[src/rtl/trans_ascii_fmt.sv]
// trans_ascii_fmt: converts one binary sensor reading into a framed ASCII line
// and streams it out one byte at a time over a valid/ready interface.
//
// Frame: ' ', 4-char label, ':', N_DIGITS decimal digits (MSB first),
//        2-char unit, optional 0x0D, 0x0A.
//
// Ports:
//   clk, rst       system clock, synchronous active-high reset
//   start          one-cycle request; samples data and ch when idle
//   data [DATA_W]  unsigned reading
//   ch   [2]       channel: 0 DIST/CM, 1 TEMP/ C, 2 HUMI/ %, 3 TIME/ S
//   tx_data [8]    ASCII byte (registered)
//   tx_valid       tx_data valid (registered)
//   tx_ready       sink accepts the byte this cycle
//   busy           conversion or frame in progress
//   drop           one-cycle pulse: start ignored because busy
module trans_ascii_fmt #(
  parameter int DATA_W   = 9,
  parameter int N_DIGITS = 3,
  parameter int LZ_BLANK = 0,
  parameter int EOL_CRLF = 0
) (
  input  logic              clk,
  input  logic              rst,
  input  logic              start,
  input  logic [DATA_W-1:0] data,
  input  logic [1:0]        ch,
  output logic [7:0]        tx_data,
  output logic              tx_valid,
  input  logic              tx_ready,
  output logic              busy,
  output logic              drop
);

  // The BCD accumulator always holds 10 digits so that readings too wide for
  // N_DIGITS are detectable as overflow.
  localparam int BCD_W = 40;
  localparam int F     = N_DIGITS + 9 + EOL_CRLF;
  localparam int IDX_W = $clog2(F + 1);
  localparam int CNT_W = $clog2(DATA_W + 1);

  typedef enum logic [1:0] {S_IDLE, S_CONV, S_EMIT} state_t;

  state_t            state_q, state_d;
  logic [BCD_W-1:0]  bcd_q, bcd_d;
  logic [DATA_W-1:0] bin_q, bin_d;
  logic [1:0]        ch_q, ch_d;
  logic [CNT_W-1:0]  cnt_q, cnt_d;
  logic [IDX_W-1:0]  idx_q, idx_d;
  logic [7:0]        tx_data_q, tx_data_d;
  logic              tx_valid_q, tx_valid_d;
  logic              busy_q, busy_d;
  logic              drop_q, drop_d;

  // One double-dabble iteration: correct every nibble >= 5, then shift the
  // combined {bcd, bin} register left by one.
  function automatic logic [BCD_W+DATA_W-1:0] dd_step(input logic [BCD_W-1:0]  b,
                                                      input logic [DATA_W-1:0] v);
    logic [BCD_W-1:0] a;
    a = b;
    for (int d = 0; d < 10; d++) begin
      if (a[4*d +: 4] >= 4'd5) a[4*d +: 4] = a[4*d +: 4] + 4'd3;
    end
    return {a[BCD_W-2:0], v, 1'b0};
  endfunction

  // Byte at frame position i, given the finished BCD value and channel.
  function automatic logic [7:0] frame_byte(input logic [IDX_W-1:0] i,
                                            input logic [BCD_W-1:0] b,
                                            input logic [1:0]       c);
    int          ii, didx;
    logic        ovf, lead;
    logic [31:0] lbl;
    logic [15:0] unit;
    logic [7:0]  r;
    ii = int'(i);
    case (c)
      2'd0:    begin lbl = "DIST"; unit = "CM"; end
      2'd1:    begin lbl = "TEMP"; unit = " C"; end
      2'd2:    begin lbl = "HUMI"; unit = " %"; end
      default: begin lbl = "TIME"; unit = " S"; end
    endcase
    ovf = 1'b0;
    for (int d = N_DIGITS; d < 10; d++) begin
      if (b[4*d +: 4] != 4'd0) ovf = 1'b1;
    end
    r = 8'h0A;
    if (ii == 0) begin
      r = 8'h20;
    end else if (ii <= 4) begin
      r = lbl[8*(4-ii) +: 8];
    end else if (ii == 5) begin
      r = 8'h3A;
    end else if (ii < 6 + N_DIGITS) begin
      didx = N_DIGITS - 1 - (ii - 6);
      // Blank only while every digit from the top down to this one is zero;
      // the units digit is never blanked.
      lead = (LZ_BLANK != 0) && (didx != 0);
      for (int p = 0; p < N_DIGITS; p++) begin
        if (p >= didx && b[4*p +: 4] != 4'd0) lead = 1'b0;
      end
      if (ovf)       r = 8'h23;
      else if (lead) r = 8'h20;
      else           r = {4'h3, b[4*didx +: 4]};
    end else if (ii == 6 + N_DIGITS) begin
      r = unit[15:8];
    end else if (ii == 7 + N_DIGITS) begin
      r = unit[7:0];
    end else if (ii == 8 + N_DIGITS && EOL_CRLF != 0) begin
      r = 8'h0D;
    end
    return r;
  endfunction

  always_comb begin
    state_d    = state_q;
    bcd_d      = bcd_q;
    bin_d      = bin_q;
    ch_d       = ch_q;
    cnt_d      = cnt_q;
    idx_d      = idx_q;
    tx_data_d  = tx_data_q;
    tx_valid_d = tx_valid_q;
    busy_d     = busy_q;
    drop_d     = start && (state_q != S_IDLE);
    case (state_q)
      S_IDLE: begin
        if (start) begin
          bcd_d   = '0;
          bin_d   = data;
          ch_d    = ch;
          cnt_d   = '0;
          busy_d  = 1'b1;
          state_d = S_CONV;
        end
      end
      S_CONV: begin
        // After DATA_W steps the BCD value is final; the first byte is
        // presented one cycle later.
        if (cnt_q == CNT_W'(DATA_W)) begin
          state_d    = S_EMIT;
          idx_d      = '0;
          tx_valid_d = 1'b1;
          tx_data_d  = frame_byte('0, bcd_q, ch_q);
        end else begin
          {bcd_d, bin_d} = dd_step(bcd_q, bin_q);
          cnt_d          = cnt_q + 1'b1;
        end
      end
      S_EMIT: begin
        if (tx_valid_q && tx_ready) begin
          if (idx_q == IDX_W'(F - 1)) begin
            state_d    = S_IDLE;
            tx_valid_d = 1'b0;
            tx_data_d  = 8'h00;
            busy_d     = 1'b0;
            idx_d      = '0;
          end else begin
            idx_d     = idx_q + 1'b1;
            tx_data_d = frame_byte(idx_q + 1'b1, bcd_q, ch_q);
          end
        end
      end
      default: state_d = S_IDLE;
    endcase
  end

  always_ff @(posedge clk) begin
    if (rst) begin
      state_q    <= S_IDLE;
      bcd_q      <= '0;
      bin_q      <= '0;
      ch_q       <= '0;
      cnt_q      <= '0;
      idx_q      <= '0;
      tx_data_q  <= 8'h00;
      tx_valid_q <= 1'b0;
      busy_q     <= 1'b0;
      drop_q     <= 1'b0;
    end else begin
      state_q    <= state_d;
      bcd_q      <= bcd_d;
      bin_q      <= bin_d;
      ch_q       <= ch_d;
      cnt_q      <= cnt_d;
      idx_q      <= idx_d;
      tx_data_q  <= tx_data_d;
      tx_valid_q <= tx_valid_d;
      busy_q     <= busy_d;
      drop_q     <= drop_d;
    end
  end

  assign tx_data  = tx_data_q;
  assign tx_valid = tx_valid_q;
  assign busy     = busy_q;
  assign drop     = drop_q;

endmodule

[config.mk]
export PLATFORM = sky130hd
export DESIGN_NAME = trans_ascii_fmt
export DESIGN_NICKNAME = d
export VERILOG_FILES = /design/src/rtl/trans_ascii_fmt.sv
export SDC_FILE = /design/constraint.sdc
export NUM_CORES = 1
export LEC_CHECK = 0
export ABC_AREA = 1
export CORE_AREA = 2 2 108 110
export CTS_BUF_LIST = sky130_fd_sc_hd__clkbuf_8
export DETAILED_ROUTE_END_ITERATION = 12
export DIE_AREA = 0 0 110 112
export GPL_TIMING_DRIVEN = 0
export PLACE_DENSITY_LB_ADDON = 0.12
export SKIP_CTS_REPAIR_TIMING = 1
export SYNTH_ARGS = -nofsm -noshare
export SYNTH_HDL_FRONTEND = slang
export SYNTH_SLANG_ARGS = --single-unit
[constraint.sdc]
create_clock -name clk -period 3.65 [get_ports clk]
set_input_delay 0.365 -clock clk [delete_from_list [all_inputs] [get_ports clk]]
set_output_delay 0.365 -clock clk [all_outputs]
set_load 0.03 [all_outputs]
== Word level (Yosys, flattened, before mapping) ==
Index checks and enable logic that the tools add are counted.
Storage, ports and cells
  memories kept: 0
  RAM bits: 0
  latch bits: 0
  bits of input ports: 15
  bits in read-only memories: 0
  output and inout bits: 11
  register bits after elaboration: 72
Operators by class
  shifts and indexed selects: 2
  reductions and logical operators: 22
  $add $sub $neg: 15
  mux-type cells: 68
  multipliers: 0
  equality and inequality tests: 14
  order comparisons: 12
  bitwise logic cells: 0
  divide/modulo/power cells: 0
Operators with widths (count)
  $mux W32: 3
  $pmux W29 S3: 1
  $mux W40: 2
  $pmux W40 S2: 1
  $mux W8: 9
  $mux W4: 14
  $pmux W15 S3: 1
  $ge A4 B3 Y1 const B: 10
  $shiftx A40 B8 Y4: 1
  $add A4 B2 Y4 const B: 9
  $shiftx A32 B8 Y8: 1
  $reduce_bool A4 Y1: 7
  $mux W1: 21
  $eq A4 B4 Y1 const B: 5
  $mux W9: 2
  $pmux W9 S2: 1
  $pmux W4 S2: 2
  $pmux W8 S2: 1
  $reduce_and A4 Y1: 3
  $mux W5: 2
  $ne A2 B2 Y1 const B: 5
  $add A4 B1 Y4 const B: 2
  $mux W2: 4
  $reduce_bool A2 Y1: 4
  16 further kinds: 22

== Longest topological paths before layout ==
  word-level depth: 19
  depth in mapped cells: 19

== Least setup slack after synthesis ==
OpenSTA, ideal clock, no wires.
  path type: register to register
  start: register idx_q[0]
  end: register tx_data_q[2], in the netlist tx_data[2]
  path slack: 1.181 ns
  library setup time: 0.135 ns
  cell stages (with the launch flop): 19
  required time: 3.515 ns
  arrival: 2.334 ns
  period minus slack after synthesis: 2.469 ns
  cells stage by stage: dfxtp_1 -> buf_4 -> inv_2 -> buf_2 -> ha_1 -> inv_1 -> ha_1 -> xnor2_1 -> nand2_1 -> nand3_1 -> nand2_1 -> nand3_1 -> nand2_1 -> nand2_1 -> nand2_1 -> nand2_1 -> nand2_1 -> nand2_1 -> a21oi_2
On the way
  longest elaborated chain between the ends: 13
RTL lines
  from (decl): line 49  | logic [IDX_W-1:0] idx_q, idx_d;
  from (signal assigned): line 186  | idx_q <= idx_d;
  $add A4 B1 Y4: line 160  | tx_data_d = frame_byte(idx_q + 1'b1, bcd_q, ch_q);
  $sub A4 B3 Y5: line 95  | didx = N_DIGITS - 1 - (ii - 6);
  $sub A3 B5 Y6: line 95
  $shiftx A40 B8 Y4: line 104  | else r = {4'h3, b[4*didx +: 4]};
  $mux W5: line 103  | else if (lead) r = 8'h20;
  $mux W5: line 102  | if (ovf) r = 8'h23;
  $mux W8: line 94  | end else if (ii < 6 + N_DIGITS) begin
  $mux W8: line 92  | end else if (ii == 5) begin
  $mux W8: line 90  | end else if (ii <= 4) begin
  $mux W8: line 88  | if (ii == 0) begin
  $mux W8 (*): line 152  | if (idx_q == IDX_W'(F - 1)) begin
  $mux W8 (*): line 151  | if (tx_valid_q && tx_ready) begin
  $pmux W8 S2 (*): line 126  | case (state_q)
  to (signal assigned): line 187  | tx_data_q <= tx_data_d;
  to (decl): line 50  | logic [7:0] tx_data_q, tx_data_d;
Every way passes the cells marked *; elsewhere a longest branch is shown, timed or not. The select of a mux whose other input is x is not followed.
A chain may end at the register's enable or synchronous reset.

== Worst setup path after layout ==
Ends and elaborated chain as after synthesis.

==> flow_metrics.tcl <==
set metrics [dict create \
    root_buffer "clkbuf_8" \
    layout_commonest_cell "nand2_1" \
    routed_wl_um 13400 \
    crit_top_cell "nand2_1" \
    layout.cells.non_filler 925 \
    grtUsageTotal_pct 23.3 \
    numPortBuffers 23 \
    async_flop_share_pct 0 \
    min_period_ns 2.97 \
    worstSetupStartpoint "idx_q[0]" \
    grt_pass1_wl_um 22600 \
    use_met1_pct 31.0 \
    maxSlewViolCount 0 \
    ant_nets 0 \
    max_freq_ghz 0.336 \
    drive_gt1_share_pct 8.57 \
    ys_ff_latch 71 \
    netlist.area_leader.share_pct 28.8 \
    synth-edff-count 0 \
    rsz0062_at_grt "no" \
    die_x_um 110 \
    start_kind "flop" \
    rows 39 \
    start_util_pct 44.1 \
    core_area_um2 11200 \
    yosysWarnings 0 \
    max_stage_delay_ns 0.39 \
    routabilityCongestion 0.895 \
    overflow 0 \
    grt_antenna_before_repair 0 \
    cts_tree "yes" \
    path_clk_slew_ns 0.09 \
    max-slew-margin-rel_pct 49.5 \
    grt.busiest_layer "met2" \
    grt.met2_usage_pct 36.8 \
    status "finished, final reports clean" \
    power_w 0.00155 \
    vias 4950 \
    yosysSeqAreaShare_pct 28.8 \
    path_class "reg -> reg" \
    synth_cells 743 \
    fin_tns_setup_ns 0 \
    ios 26 \
    insertion_delay_ns 0.38 \
    dieArea_um2 12300 \
    rr_startpoint "idx_q[0]" \
    grt_max_degree 14 \
    critPathRequiredTime_ns 3.90 \
    cts_sinks 71 \
    post-synth-top-area-cell "dfxtp_1" \
    drc 0 \
    drv_cap 0 \
    min_from "rst" \
    dpl.cell_count 909 \
    finalCritPeriodShare_pct 81.4 \
    met3_usage_pct 3.63 \
    mostFrequentLayoutCells "nand2_1, inv_1, a21oi_1" \
    grt_pass1_vias 4711 \
    endpoint_kind "flop" \
    ys_types 39 \
    diodes 0 \
    power.leakage_nw 2.26 \
    viasPerCell 5.35 \
    worst_slew_pin_slew_ns 0.758 \
    path_delay_family "adder cells" \
    setup_violations 0 \
    place_hpwl_um 10100 \
    fin_area_um2 5520 \
    wire_per_inst_um 14.5 \
    firstDrtPassIters 5 \
    utilization_pct 49.4 \
    layout.nets 833 \
    drt_iter0_markers 388 \
    netlist_top_cells_area "dfxtp_1, nand2_1, ha_1" \
    powerDensity_nw_per_um2 281 \
    synth_nets 799 \
    clock_skew_ns 0.00909 \
    critPathBufInv 4 \
    placed_area_um2 5340 \
    irDropWorstVdd_mv 0.296 \
    cts_htree_levels 3 \
    cp_max_fo 11 \
    die_h_um 112 \
    worst_path_max_delay_cell "ha_1" \
    cts_buffer_depth 2 \
    cts-buffers-inserted 9 \
    hold_violations 0 \
    worstHoldPathType "in -> reg" \
    avgSynthCellArea_um2 6.64 \
    area_growth_pct 11.8 \
    syn_area_um2 4930 \
    synth_ff_type "dfxtp_1" \
    arrival_ns 3.22 \
    worstPathCellList "buf_4 > inv_2 > buf_2 > ha_1 > inv_1 > ha_1 > xor2_2 > nand2_1 > nand3_1 > nand2_1 > nand3_1 > nand2_1 > nand2_1 > nand2_1 > nand2_1 > nand2_1 > nand2_1 > a21oi_2" \
]
[cell families after synthesis]
| logic type | Yosys count | synth area share [%] |
|---|---|---|
| and+or+nand+nor | 329 | 28.8 |
| AOI/OAI and AO/OA | 180 | 20.8 |
| buffers and inverters | 113 | 9.61 |
| DFF | 71 | 28.8 |
| adders and majority gates | 41 | 10.4 |
| xor gates and xnor gates | 8 | 1.57 |
| other | 1 | 0.0760 |
[routing by layer]
layer / vias up / wire (um) / share of wire [%]
li1: 2524 / - / -
met1: 2289 / 6250 / 47
met2: 111 / 6270 / 47
met3: 26 / 525 / 3.9
met4: 0 / 373 / 2.8
met5: - / 0 / 0
[worst reg2reg max path, cell delays in order, from the launching register on]
cell,delay (ns)
dfxtp_1,0.38
buf_4,0.17
inv_2,0.09
buf_2,0.22
ha_1,0.40
inv_1,0.09
ha_1,0.37
xor2_2,0.36
nand2_1,0.10
nand3_1,0.08
nand2_1,0.08
nand3_1,0.07
nand2_1,0.07
nand2_1,0.06
nand2_1,0.05
nand2_1,0.08
nand2_1,0.06
nand2_1,0.09
a21oi_2,0.05
[through the flow]
step	hold slack [ns]	setup WS, ns
final	0.447	0.678
after global routing	0.490	0.325
after CTS	0.443	0.687
after detailed placement	0.459	0.705
after global placement	0.453	0.727
after floorplan	0.439	1.18
[final cells by class]
| cell class | instances | area [um^2] |
|---|---|---|
| fillers | 1146 | 5660 |
| multi-input cells | 559 | 3040 |
| clock buffers | 9 | 124 |
| plain buffers | 28 | 155 |
| well taps | 143 | 179 |
| flip-flops and latches | 71 | 1420 |
| inverters | 85 | 319 |
| clock inverters | 7 | 50.0 |
| repair buffers | 23 | 230 |
[path summary, 6_finish.rpt]
check	endpoint	slack (ns)	cells after the start
setup / recovery	tx_data[2]	0.68	18
hold reg to reg	bin_q[0]	0.47	2
setup reg to reg	tx_data[2]	0.68	18
hold / removal	bin_q[2]	0.45	2
[cells in the mapped netlist, types with 2 or more instances]
cell type  count
nand2_1      215
inv_1         79
nor2_1        32
o211ai_1      22
o21ai_0       48
clkbuf_1      10
ha_1          41
o21ai_2        4
o21ai_1        3
a21oi_1       80
buf_6          2
a21oi_2        4
dfxtp_1       71
buf_2         10
nand2_4        2
nand3_1       46
a32oi_1        2
nor2_4         2
a31oi_1       11
nand2_2        8
buf_4          6
xor2_1         6
nand4_1       11
nor2_2         4
inv_2          6
nor3_1         5
[power by group]
group / switching, W / leakage, nW / total, W / internal (W)
clock network: 0.000351 / 0.0870 / 0.000599 / 0.000247
logic: 0.000105 / 1.60 / 0.000155 / 0.0000503
registers: 0.00000927 / 0.575 / 0.000797 / 0.000788
total: 0.000465 / 2.26 / 0.00155 / 0.00109
[flip-flops by register name, summed over array words and instances, names as in the netlist]
register and cells:
cnt_q 4, state_q 2, tx_data 7, tx_valid 1, drop 1, bcd_q 40
busy 1, ch_q 2, idx_q 4, bin_q 9
Note: power is estimated with default switching activity, not from simulation.
